[config.mk]
export PLATFORM = sky130hd
export DESIGN_NAME = hazard_scoreboard
export DESIGN_NICKNAME = d
export VERILOG_FILES = /design/src/rtl/hazard_scoreboard.sv
export SDC_FILE = /design/constraint.sdc
export NUM_CORES = 1
export LEC_CHECK = 0
export CELL_PAD_IN_SITES_DETAIL_PLACEMENT = 0
export CELL_PAD_IN_SITES_GLOBAL_PLACEMENT = 1
export CORE_UTILIZATION = 45
export CTS_BUF_LIST = sky130_fd_sc_hd__clkbuf_16
export CTS_CLUSTER_DIAMETER = 120
export CTS_CLUSTER_SIZE = 25
export DETAILED_ROUTE_END_ITERATION = 10
export PLACE_DENSITY = 0.82
export SETUP_SLACK_MARGIN = 0.05
export SYNTH_ARGS = -nofsm -noshare
export SYNTH_HDL_FRONTEND = slang
export SYNTH_SLANG_ARGS = --single-unit
[constraint.sdc]
create_clock -name clk -period 19.41 [get_ports clk]
set_clock_uncertainty 0.05 [all_clocks]
set_input_delay 4.8525 -clock clk [delete_from_list [all_inputs] [get_ports clk]]
set_output_delay 4.8525 -clock clk [all_outputs]
set_load 0.005 [all_outputs]
[src/rtl/hazard_scoreboard.sv]
// hazard_scoreboard: per-register countdown scoreboard producing ID-stage
// stalls for RAW, MUL/DIV structural and WAW hazards.
module hazard_scoreboard #(
  parameter int NUM_REGS   = 32,
  parameter int AW         = 5,
  parameter int LOAD_LAT   = 1,
  parameter int MULDIV_LAT = 4,
  parameter int CNT_W      = 3,
  parameter int PERF_W     = 32
) (
  input  logic                clk,
  input  logic                rst_n,
  input  logic                id_valid,
  input  logic                id_flush,
  input  logic                id_is_branch,
  input  logic [AW-1:0]       id_rs1,
  input  logic [AW-1:0]       id_rs2,
  input  logic                id_rs1_used,
  input  logic                id_rs2_used,
  input  logic                id_reg_write,
  input  logic [AW-1:0]       id_rd,
  input  logic [1:0]          id_class,
  input  logic                clr_stats,
  output logic                stall,
  output logic [1:0]          stall_reason,
  output logic                muldiv_busy,
  output logic [NUM_REGS-1:0] pending_mask,
  output logic [PERF_W-1:0]   stall_cycles
);

  typedef enum logic [1:0] {CLS_ALU, CLS_LOAD, CLS_MULDIV, CLS_RSVD} cls_e;
  typedef enum logic [1:0] {RSN_NONE, RSN_RAW, RSN_STRUCT, RSN_WAW} reason_e;

  logic [CNT_W-1:0] cnt_q [NUM_REGS];
  logic [CNT_W-1:0] busy_cnt;

  logic [CNT_W-1:0] cnt_rs1, cnt_rs2, cnt_rd;
  logic [CNT_W:0]   rd_lat1;
  logic             raw, struct_h, waw, live, issue;
  reason_e          reason;
  cls_e             id_cls;

  // Producer latency plus one: cycles until the result is forwardable to EX.
  function automatic logic [CNT_W:0] lat_plus1(input cls_e c);
    case (c)
      CLS_LOAD:   return (CNT_W+1)'(LOAD_LAT + 1);
      CLS_MULDIV: return (CNT_W+1)'(MULDIV_LAT + 1);
      default:    return (CNT_W+1)'(1);
    endcase
  endfunction

  // Hazard detection from registered counters and current ID fields.
  always_comb begin
    id_cls  = cls_e'(id_class);
    cnt_rs1 = cnt_q[id_rs1];
    cnt_rs2 = cnt_q[id_rs2];
    cnt_rd  = cnt_q[id_rd];
    rd_lat1 = lat_plus1(id_cls);
    raw = 1'b0;
    if (id_rs1_used && id_rs1 != '0)
      raw = raw | (id_is_branch ? (cnt_rs1 != '0) : (cnt_rs1 > CNT_W'(1)));
    if (id_rs2_used && id_rs2 != '0)
      raw = raw | (id_is_branch ? (cnt_rs2 != '0) : (cnt_rs2 > CNT_W'(1)));
    struct_h = (id_cls == CLS_MULDIV) && (busy_cnt != '0);
    waw      = id_reg_write && (id_rd != '0) && ({1'b0, cnt_rd} > rd_lat1);
    live     = id_valid && !id_flush;
    stall    = live && (raw || struct_h || waw);
    issue    = live && !stall;
    if (!stall)        reason = RSN_NONE;
    else if (raw)      reason = RSN_RAW;
    else if (struct_h) reason = RSN_STRUCT;
    else               reason = RSN_WAW;
    stall_reason = reason;
    muldiv_busy  = busy_cnt != '0;
  end

  // Pending view of the scoreboard.
  always_comb begin
    pending_mask = '0;
    for (int unsigned r = 0; r < NUM_REGS; r++)
      pending_mask[r] = cnt_q[r] != '0;
  end

  // Countdown timers; an issuing write reloads its entry over the decrement.
  always_ff @(posedge clk or negedge rst_n) begin
    if (!rst_n) begin
      for (int unsigned r = 0; r < NUM_REGS; r++) cnt_q[r] <= '0;
      busy_cnt <= '0;
    end else begin
      for (int unsigned r = 0; r < NUM_REGS; r++) begin
        if (r == 0)
          cnt_q[r] <= '0;
        else if (issue && id_reg_write && id_rd == AW'(r))
          cnt_q[r] <= rd_lat1[CNT_W-1:0];
        else if (cnt_q[r] != '0)
          cnt_q[r] <= cnt_q[r] - 1'b1;
      end
      if (issue && id_cls == CLS_MULDIV)
        busy_cnt <= CNT_W'(MULDIV_LAT);
      else if (busy_cnt != '0)
        busy_cnt <= busy_cnt - 1'b1;
    end
  end

  // Saturating stall-cycle counter; clear wins over increment.
  always_ff @(posedge clk or negedge rst_n) begin
    if (!rst_n)
      stall_cycles <= '0;
    else if (clr_stats)
      stall_cycles <= '0;
    else if (stall && stall_cycles != '1)
      stall_cycles <= stall_cycles + 1'b1;
  end

endmodule

; ---- Yosys cells after proc, flatten, opt, wreduce, memory -nomap -nowiden
; Cells that the tools add are included.
[word_totals]
regBits = 128
inputBits = 26
out_inout_bits = 68
elab_cells = 309
[classes]
n_addsub = 33
magnitude_cmp = 6
eq_ne = 34
muxes = 83
n_bitwise = 4
reduce_logical = 116
[op_table]
columns = operator, count
row1 = 3-bit two-way mux, 70
row2 = 3-bit nonzero test, 34
row3 = "3-bit by 1-bit subtractor with 3-bit output, second input constant", 32
row4 = "5-bit == test, second input constant", 16
row5 = 2-bit nonzero test, 33
row6 = 32-bit two-way mux, 2
row7 = 3-bit binary-select mux with 5-bit select, 3
row8 = 1-bit logical AND, 42
row9 = "5-bit by 4-bit == test with 1-bit output, second input constant", 8
row10 = "32-bit by 1-bit adder with 32-bit output, second input constant", 1
row11 = "32-bit inequality test, second input constant", 1
row12 = "5-bit by 3-bit == test with 1-bit output, second input constant", 4
row13 = "6-bit >= comparator, second input constant", 3
row14 = 5-bit NOT with 6-bit output, 3
row15 = 5-bit nonzero test, 3
row16 = "5-bit by 2-bit == test with 1-bit output, second input constant", 2
row17 = "3-bit by 1-bit greater-than comparator with 1-bit output, second input constant", 2
row18 = 3-bit case mux with 2 select lines, 1
row19 = "5-bit by 1-bit == test with 1-bit output, second input constant", 1
row20 = 1-bit two-way mux, 5
row21 = 3-bit by 4-bit greater-than comparator with 1-bit output, 1
row22 = 2-bit two-way mux, 2
row23 = "2-bit by 1-bit == test with 1-bit output, second input constant", 1
row24 = "2-bit == test, second input constant", 1
row25 = other kinds (3), 5

; ---- Longest topological paths before layout
; Gate-level depths: netlist of the first run.
[logic_depth]
depth_word = 17
ltp_mapped = 17
ltp_nobuf = 13

; ---- Worst setup path after synthesis of the first run
; OpenSTA, ideal clock, no wires.
[synth_path]
path_kind = input -> output
startpoint = input id_rd[0]
endpoint = output stall_reason[0]
arrival_ns = 8.100
required_ns = 14.508
setup_slack_ns = 6.407
stages = 13
path_buffers = 3
path_cell_list = buf_1 -> mux4_2 -> mux4_2 -> mux2_2 -> ha_1 -> nor2b_1 -> o21ai_0 -> a21oi_1 -> a21o_1 -> a221oi_4 -> buf_6 -> buf_6 -> a311oi_1
[synth_between]
elab_chain_cells = 9
word_cells_on_any_way = 11
classes_between = 1 x order compare / 4 x mux / 1 x bitwise / 5 x reduce/logical
[synth_rtl]
columns = element, line_no
row1 = "start, declared", 21  ; input logic [AW-1:0] id_rd,
row2 = 5-bit NOT with 6-bit output (not written as such), 57  ; cnt_rd = cnt_q[id_rd];
row3 = 3-bit binary-select mux with 5-bit select, 57
row4 = 3-bit two-way mux (not written as such) (2 in series), 57
row5 = 3-bit by 4-bit greater-than comparator with 1-bit output, 65  ; waw = id_reg_write && (id_rd != '0) && ({1'b0, cnt_rd} > rd_lat1);
row6 = 1-bit logical AND (*), 65
row7 = 1-bit logical OR (*), 67  ; stall = live && (raw || struct_h || waw);
row8 = 1-bit logical AND (*), 67
row9 = 2-bit two-way mux (*), 69  ; if (!stall) reason = RSN_NONE;
row10 = "end, declared", 25  ; output logic [1:0] stall_reason,
; Every way passes the cells marked *; elsewhere a longest branch is shown, timed or not. The select of a mux whose other input is x is not followed.

; ---- Worst setup path after layout of the first run
; Same ends and word-level chain as after synthesis.

==> impl_metrics.yaml, run 1 <==
outcome:
  status: "complete, no violations"
sta:
  slew_violations: 0
  hold_violations: 0
  timing.final.crit_share_pct: 72.3
  slew_headroom_pct: 20.0
  clock.fmax_mhz: 71.2
  whs_ns: 0.509
  report.final.setup_viol: 0
  fin_tns_setup_ns: 0
  period_minus_slack_ns: 14.04
  rsz0062_at_grt: "no"
  worst_pin_slew_ns: 1.20
setup_path:
  path_delay_family: "buffers and inverters"
  r2r_slack_ns: 15.36
  crit_arrival_ns: 9.13
  cpMostUsedCell: "mux2_2"
  crit_cells: 14
  criticalPathCategory: "input pin to output pin"
  path_buf_inv: 3
  crit_path_end_kind: "output pin"
  r2r_end: "stall_cycles[3]"
  cp-start-kind: "input pin"
  worstRegToRegCells: 13
  cp_max_fo: 61
  slowest_delay_ns: 0.62
  required_ns: 14.51
  cpMaxStageDelayCell: "buf_2"
  r2r_start: "cnt_q[80]"
  path_cells: "buf_2 -> mux4_2 -> mux2_2 -> a221o_1 -> mux2_2 -> ha_1 -> nand3_1 -> o211ai_1 -> a21oi_1 -> a21o_1 -> a221oi_4 -> buf_4 -> a311oi_1 -> clkdlybuf4s50_1"
min_path:
  min_path_type: "flip-flop to flip-flop"
  holdPathEnd: "busy_cnt[0]"
  min_from: "busy_cnt[0]"
  holdPathStages: 2
routing:
  wirelength_um: 28000
  drt_iter0_drc: 620
  vias_per_cell: 6.09
  wl_met1_um: 11800
  wl_met2_um: 13300
  top_layer: "met4"
  drt-wirelength-per-cell_um: 20.4
  drcViolationCount: 0
  antenna_left: 0
  first_pass_iters: 5
  met3_length_um: 1930
  vias: 8336
finish:
  final_util_pct: 53.7
  syn2layout_area_growth_pct: 16.7
  final_net_count: 1170
  diodes: 0
  drive_gt1_share_pct: 10.4
  fin_area_um2: 11700
  num-fill-cells: 1966
power_and_ir_drop:
  seqPwrFrac_pct: 32.1
  p_leak_uw: 0.00545
  clockPowerShare_pct: 20.5
  p_sw_share_pct: 40.5
  p_comb_share_pct: 47.4
  p_sw_uw: 687
  internal_power_uw: 1010
  pwr_density_cell_nw_per_um2: 144
  power.total_uw: 1690
  ir_worst_vdd_v: 0.0000745
place:
  post_dp_cell_area_um2: 11100
  port_buffers: 92
  dpl.hpwl_um: 19600
  place.gp.congestion: 0.898
global_route:
  grt_pass1_vias: 8138
  grt_pass1_wl_um: 44500
  overflow: 0
  grt_use_total_pct: 25.5
  antenna_found_initial: 0
  grt_max_degree: 70
cts:
  clk_path_buf_depth: 2
  cts_hold_buf: 0
  post_cts_resized: 0
  clk_pin_slew_ns: 0.06
  cts_made_buffers: 17
  postCtsSetupBuffers: 0
  cts_tree: "yes"
  htreeDepth: 4
  clockRootBuffer: "clkbuf_16"
  clock-sinks: 128
  insertion_delay_ns: 0.43
synth:
  synthCells: 1014
  synth.distinct_cells: 62
  synth-edff-count: 0
  ys_seq_area_share_pct: 31.8
  synth_mux_area_share_pct: 24.2
  async_reset_ff_share_pct: 100
  synth_compound_area_share_pct: 10.3
  synth_top_area_cell: "dfrtp_1"
  synth_area_leaders: "dfrtp_1 (32%), mux2i_1 (12%), mux4_2 (11%), ha_1 (8.5%), inv_1 (2.9%)"
  synth.most_common_cell: "dfrtp_1"
  yosysWarnings: 0
  avgSynthCellArea_um2: 9.93
  syn_area_um2: 10100
  synth_top_family_by_area: "multiplexers"
  post_synth_and_or_nand_nor_area_fraction_pct: 16.4
  synth_nets: 1108
  ys_ff_latch: 128
  synthFlopType: "dfrtp_1"
  synthAdderAreaFrac_pct: 8.45
  synth_top_area_share_pct: 31.8
  yosys-top-cells-count: "dfrtp_1 (128), mux2i_1 (125), inv_1 (78), nor2_1 (71), ha_1 (68)"
  synth_xor_xnor_area_share_pct: 2.78
floorplanning:
  core-area_um2: 21900
  dieHeight_um: 152
  rows: 54
  die_area_um2: 23000
  die_w_um: 152
  io_pins: 94
  start_util_pct: 46.0
flow_run:
  drv_cap: 0
## how the worst max path moves through the flow
stage	from	endpoint	slack, ns
after floorplan	id_rd[0]	stall_reason[0]	6.41
after global placement	id_rd[0]	stall_reason[0]	5.42
after global routing	id_rd[0]	stall_reason[0]	5.05
after detailed placement	id_rd[0]	stall_reason[0]	5.35
after CTS	id_rd[0]	stall_reason[0]	5.34
final	id_rd[0]	stall_reason[0]	5.37
## power groups by stage
stage,Combinational [uW],Clock (uW),Sequential (uW)
2_1_floorplan,622,0,471
3_3_place_gp,769,0,542
3_5_place_dp,797,0,540
4_1_cts,806,353,538
5_1_grt,909,364,556
6_report,803,347,543
## cells in the final DEF, fill, tap and decap left out, types with 3 or more instances in the layout
cell type / count
ha_1: 68
nor2_1: 71
nor2b_1: 11
mux2i_1: 125
a211o_1: 4
nand3_1: 17
a21oi_1: 39
dfrtp_1: 128
o31ai_1: 28
and4_1: 5
xnor2_1: 32
a21o_1: 3
inv_6: 4
nor3_1: 19
or3_1: 3
or4_1: 30
and2_1: 4
nand2_1: 55
mux2_2: 7
buf_4: 12
a21oi_2: 4
bufinv_16: 4
inv_1: 78
nand4_1: 38
clkbuf_16: 17
mux4_2: 47
nand2b_1: 39
o21ai_0: 44
a221o_1: 4
clkdlybuf4s50_1: 90
a211oi_1: 5
clkinv_4: 4
and3_1: 6
## layout make-up
cell class | count | area (um^2) | share of cell area [%]
Clock inverter | 15 | 206 | 1.76
Sequential cell | 128 | 3200 | 27.3
Tap cell | 280 | 350 | 2.98
Timing Repair Buffer | 103 | 996 | 8.48
Multi-Input combinational cell | 747 | 6270 | 53.4
Inverter | 79 | 297 | 2.52
Clock buffer | 17 | 425 | 3.62
## cells by family (layout without fill, tap and decap cells)
family,after synthesis,in the layout
buffers and inverters,139,214
adders and majority gates,68,68
and+or+nand+nor,309,309
muxes,181,181
DFF,128,128
AOI/OAI and AO/OA,156,156
other,1,1
xor gates and xnor gates,32,32
## worst register-to-register path, cell delays in order, from the launching register on
cell and delay [ns]:
dfrtp_1 0.48, mux4_2 0.49, mux2_2 0.27, a221o_1 0.34, mux2_2 0.26, ha_1 0.29, nand3_1 0.09, o211ai_1 0.08
a21oi_1 0.29, a21o_1 0.22, a221oi_4 0.05, buf_4 0.31, or4_1 0.57, a21oi_1 0.18
## metrics by stage
stage | setup slack [ns] | instances
finish | 5.37 | 1369
global route | 5.05 | 1369
CTS | 5.34 | 1369
detailed placement | 5.35 | 1337
global placement | 5.42 | 1337
floorplan | 6.41 | 1014
## routing by layer
layer,track usage [%],up-vias
met5,0,-
met4,10.8,0
met3,4.91,71
met2,42.1,327
met1,32.7,4090
li1,-,3848
## flip-flops by register name (all words and copies together), names as in the netlist
name	cells
busy_cnt	3
cnt_q	93
stall_cycles	32
Note: power is estimated with default switching activity, not from simulation.
==> run 2, diff against run 1 <==
==> constraint.sdc (replaced) <==
create_clock -name clk -period 14.7 [get_ports clk]
set_clock_uncertainty 0.05 [all_clocks]
set_input_delay 3.675 -clock clk [delete_from_list [all_inputs] [get_ports clk]]
set_output_delay 3.675 -clock clk [all_outputs]
set_load 0.005 [all_outputs]
==> run 2 against run 1 <==
Flip-flop and latch count did not move. Wire length shrank 1.2%. Combinational power up 32%. Power increased by 28%. Core utilization decreased by 0.47 points. Count of clock-buffer cells in the layout is the same. Via count grew 0.23%. Register-to-register slack lost 4.7 ns. First-iteration DRC count increased by 0.16%. Non-clock buffer count unchanged. Critical path type unchanged. Highest routed layer unchanged.
==> impl_metrics.yaml, run 2 (synthesized netlist as in run 1, its figures left out) <==
outcome:
  status: "complete, no violations"
global_route:
  grt_use_total_pct: 25.2
  antenna_found_initial: 0
  grt_pass1_wl_um: 44000
  grt_max_degree: 70
  overflow: 0
  grt_pass1_vias: 8232
cts:
  cts_made_buffers: 17
  htreeDepth: 4
  clk_path_buf_depth: 2
  postCtsSetupBuffers: 0
  post_cts_resized: 0
  clockRootBuffer: "clkbuf_16"
  cts_hold_buf: 0
  clk_pin_slew_ns: 0.06
  clock-sinks: 128
  cts_tree: "yes"
  insertion_delay_ns: 0.43
sta:
  period_minus_slack_ns: 11.72
  fin_tns_setup_ns: 0
  finalWorstSetupSlack_ns: 2.98
  worst_pin_slew_ns: 1.24
  slew_violations: 0
  report.final.setup_viol: 0
  hold_violations: 0
  slew_headroom_pct: 17.4
  timing.final.crit_share_pct: 79.7
  clock.fmax_mhz: 85.3
  whs_ns: 0.505
  rsz0062_at_grt: "no"
setup_path:
  worstRegToRegCells: 13
  crit_arrival_ns: 8.00
  cp_max_fo: 61
  cpMostUsedCell: "mux2_2"
  r2r_end: "stall_cycles[28]"
  slowest_delay_ns: 0.62
  cp-start-kind: "input pin"
  cpMaxStageDelayCell: "buf_2"
  r2r_slack_ns: 10.64
  criticalPathCategory: "input pin to output pin"
  crit_path_end_kind: "output pin"
  endpoint: "stall_reason[0]"
  r2r_start: "cnt_q[80]"
  crit_start: "id_rd[0]"
  path_cells: "buf_2 -> mux4_2 -> mux2_2 -> a221o_1 -> mux2_2 -> ha_1 -> nand3_1 -> o211ai_1 -> a21oi_1 -> a21o_1 -> a221oi_4 -> buf_4 -> a311oi_1 -> clkdlybuf4s50_1"
  required_ns: 10.97
place:
  port_buffers: 92
  post_dp_cell_area_um2: 11100
  place.gp.congestion: 0.911
  dpl.hpwl_um: 19500
  pre_cts_slack_ns: 2.97
finish:
  final_cell_mix: "dfrtp_1 (128), mux2i_1 (125), clkdlybuf4s50_1 (90)"
  diodes: 0
  largest_register_ffs: 93
  final_net_count: 1170
  drive_gt1_share_pct: 9.93
  layout_commonest_cell: "dfrtp_1"
  regMostFlops: "cnt_q"
  fin_area_um2: 11600
  syn2layout_area_growth_pct: 15.7
  top_regs: "cnt_q: 93 flops, stall_cycles: 32 flops, busy_cnt: 3 flops"
floorplanning:
  die_area_um2: 23000
  rows: 54
  core-area_um2: 21900
  start_util_pct: 46.0
  dieHeight_um: 152
  die_w_um: 152
  io_pins: 94
routing:
  drt-wirelength-per-cell_um: 20.2
  antenna_left: 0
  drcViolationCount: 0
  first_pass_iters: 5
  wirelength_um: 27600
  vias: 8355
  drt_iter0_drc: 621
  vias_per_cell: 6.11
min_path:
  min_from: "busy_cnt[0]"
  min_path_type: "flip-flop to flip-flop"
power_and_ir_drop:
  seqPwrFrac_pct: 33.0
  p_sw_share_pct: 41.2
  p_leak_uw: 0.00541
  p_sw_uw: 891
  clockPowerShare_pct: 18.1
  internal_power_uw: 1270
  ir_worst_vdd_v: 0.000105
  p_comb_share_pct: 48.9
  pwr_density_cell_nw_per_um2: 186
  power.total_uw: 2160
flow_run:
  drv_cap: 0
## run 2: cell types whose count changed in the layout (fill, tap and decap cells not counted)
cell | previous run | this run
inv_6 | 4 | 0
bufinv_16 | 4 | 1
clkinv_1 | 1 | 3
clkinv_2 | 1 | 3
clkinv_4 | 4 | 2
clkinvlp_4 | 1 | 3
inv_1 | 78 | 80
## run 2: power groups by stage
| stage | clock network, uW | logic, uW | registers [uW] |
|---|---|---|---|
| 2_1_floorplan | 0 | 821 | 621 |
| 3_3_place_gp | 0 | 1020 | 715 |
| 3_5_place_dp | 0 | 1050 | 711 |
| 4_1_cts | 396 | 1060 | 706 |
| 5_1_grt | 413 | 1200 | 730 |
| 6_report | 391 | 1060 | 713 |
## run 2: area by class of cell
type                            instances  area (um^2)
Timing Repair Buffer                  103          996
Fill cell                            1999        10200
Clock inverter                         14          104
Tap cell                              280          350
Multi-Input combinational cell        747         6270
Inverter                               79          297
Sequential cell                       128         3200
Clock buffer                           17          425
## run 2: how the worst min path moves through the flow
stage / end / slack, ns / cells after the start
2_1_floorplan: busy_cnt[0] / 0.47 / 2
3_3_place_gp: busy_cnt[0] / 0.49 / 2
3_5_place_dp: busy_cnt[0] / 0.49 / 2
4_1_cts: busy_cnt[0] / 0.50 / 2
5_1_grt: busy_cnt[0] / 0.53 / 2
6_report: busy_cnt[0] / 0.50 / 2
## run 2: per-layer routing
metal | share of wire, % | GRT usage [%] | vias up
li1 | - | - | 3853
met1 | 42 | 32.3 | 4089
met2 | 48 | 41.1 | 336
met3 | 6.7 | 5.36 | 77
met4 | 3.3 | 10.8 | 0
met5 | 0 | 0 | -
## run 2: stage by stage
stage | util (%) | std cells
floorplan | - | 1014
global placement | 50.8 | 1337
detailed placement | 50.8 | 1337
CTS | 53.2 | 1368
global route | 53.2 | 1368
finish | 53.2 | 1368
## run 2: worst max-delay path: cells and delay by family
family                   cells  cell delay, ns
AND/OR/NAND/NOR              1            0.09
adder cells (fa/ha/maj)      1            0.29
multiplexers                 3            1.13
buffers and inverters        3            1.47
AO/OA/AOI/OAI                6            1.32
==> run 3, diff against run 2 <==
==> constraint.sdc (replaced) <==
create_clock -name clk -period 11.1 [get_ports clk]
set_clock_uncertainty 0.05 [all_clocks]
set_input_delay 2.775 -clock clk [delete_from_list [all_inputs] [get_ports clk]]
set_output_delay 2.775 -clock clk [all_outputs]
set_load 0.005 [all_outputs]
==> run 3 against run 2 <==
Critical path depth decreased by 1. Flip-flop and latch count unchanged. Clock power increased by 45%. Via count decreased by 1.4%. Largest cell class unchanged. Highest routed layer unchanged.
==> impl_metrics.yaml, run 3 (synthesized netlist as in run 1, its figures left out) <==
outcome:
  status: "complete, no violations"
place:
  place.gp.congestion: 0.949
  dpl.hpwl_um: 19700
  port_buffers: 92
setup_path:
  r2r_slack_ns: 6.99
  required_ns: 8.28
  cp-start-kind: "input pin"
  crit_arrival_ns: 7.00
  criticalPathCategory: "input pin to output pin"
  r2r_start: "cnt_q[79]"
  worstRegToRegCells: 11
  r2r_end: "cnt_q[12]"
  cp_max_fo: 60
  crit_path_end_kind: "output pin"
sta:
  whs_ns: 0.514
  report.final.setup_viol: 0
  slew_headroom_pct: 22.4
  period_minus_slack_ns: 9.82
  rsz0062_at_grt: "no"
  hold_violations: 0
  slew_violations: 0
  fin_tns_setup_ns: 0
  timing.final.crit_share_pct: 88.5
  worst_pin_slew_ns: 1.16
  clock.fmax_mhz: 102
cts:
  cts_made_buffers: 17
  post_cts_resized: 0
  insertion_delay_ns: 0.43
  cts_hold_buf: 0
  cts_tree: "yes"
  clk_pin_slew_ns: 0.07
  clock-sinks: 128
  clk_path_buf_depth: 2
  htreeDepth: 4
  postCtsSetupBuffers: 0
  clockRootBuffer: "clkbuf_16"
finish:
  layout_commonest_cell: "dfrtp_1"
  regMostFlops: "cnt_q"
  syn2layout_area_growth_pct: 16.3
  largest_register_ffs: 93
  final_util_pct: 53.5
  drive_gt1_share_pct: 10.6
  diodes: 0
  final_net_count: 1171
  top_regs: "cnt_q: 93 flops, stall_cycles: 32 flops, busy_cnt: 3 flops"
  final_cell_mix: "dfrtp_1 (128), mux2i_1 (125), clkdlybuf4s50_1 (90)"
global_route:
  overflow: 0
  grt_pass1_wl_um: 44400
  grt_use_total_pct: 25.4
  grt_max_degree: 66
  antenna_found_initial: 0
  grt_pass1_vias: 8123
floorplanning:
  start_util_pct: 46.0
  rows: 54
  io_pins: 94
  core-area_um2: 21900
  dieHeight_um: 152
  die_area_um2: 23000
  die_w_um: 152
routing:
  vias_per_cell: 6.01
  wirelength_um: 27600
  drt_iter0_drc: 522
  drcViolationCount: 0
  vias: 8235
  drt-wirelength-per-cell_um: 20.2
  antenna_left: 0
  first_pass_iters: 6
min_path:
  holdPathEnd: "stall_cycles[12]"
  holdPathStages: 2
  min_from: "stall_cycles[12]"
  min_path_type: "flip-flop to flip-flop"
power_and_ir_drop:
  ir_worst_vdd_v: 0.000133
  p_leak_uw: 0.00542
  pwr_density_cell_nw_per_um2: 249
flow_run:
  drv_cap: 0
## run 3: cell count changes in the layout (fill, tap and decap cells not counted), sizes merged
cell,change
bufinv,+1
clkinvlp,+2
clkinv,-4
inv,+2
buf,+1
## run 3: report_power, final
group	total (uW)	switching, uW	internal, uW
Sequential	947	283	663
Clock	565	232	333
Combinational	1400	685	717
## run 3: metrics by stage
step / instances / setup slack [ns] / total power (uW) / cell area (um^2)
detailed placement: 1338 / 1.30 / 2340 / 11100
floorplan: 1014 / 2.25 / 1910 / 10100
CTS: 1370 / 1.29 / 2920 / 11700
global placement: 1338 / 1.33 / 2290 / 11100
global route: 1370 / 1.02 / 3150 / 11700
finish: 1370 / 1.28 / 2910 / 11700
## run 3: worst max-delay path by stage
stage	start	to	slack [ns]	depth (start not counted)
final	id_rd[0]	stall	1.28	13
after global routing	id_rd[0]	stall	1.02	13
after CTS	id_rd[0]	stall	1.29	13
after detailed placement	id_rd[0]	stall	1.30	13
after global placement	id_rd[0]	stall	1.33	13
after floorplan	id_rd[0]	stall_reason[0]	2.25	13
## run 3: worst max-delay path, cell delays in order
cell and delay (ns):
buf_2 0.63, mux4_2 0.62, mux4_2 0.48, mux2_2 0.28
ha_1 0.30, nor2b_1 0.13, o21ai_0 0.15, a21oi_1 0.14
a21o_1 0.22, a221oi_4 0.21, buf_4 0.49, nor2_1 0.08
clkdlybuf4s50_1 0.45
## run 3: cell type report
class	count	area (um^2)
fill	1996	10200
clock inverter	15	160
timing repair buffer	104	1000
multi-input combinational	747	6270
inverter	79	297
tap	280	350
sequential	128	3200
clock buffer	17	425
## run 3: per-layer routing
layer / routed length, um / GRT usage [%] / up-vias
met3: 1530 / 5.09 / 55
met4: 874 / 9.26 / 0
met1: 12200 / 33.7 / 4081
li1: - / - / 3845
met5: 0 / 0 / -
met2: 13000 / 41.0 / 254
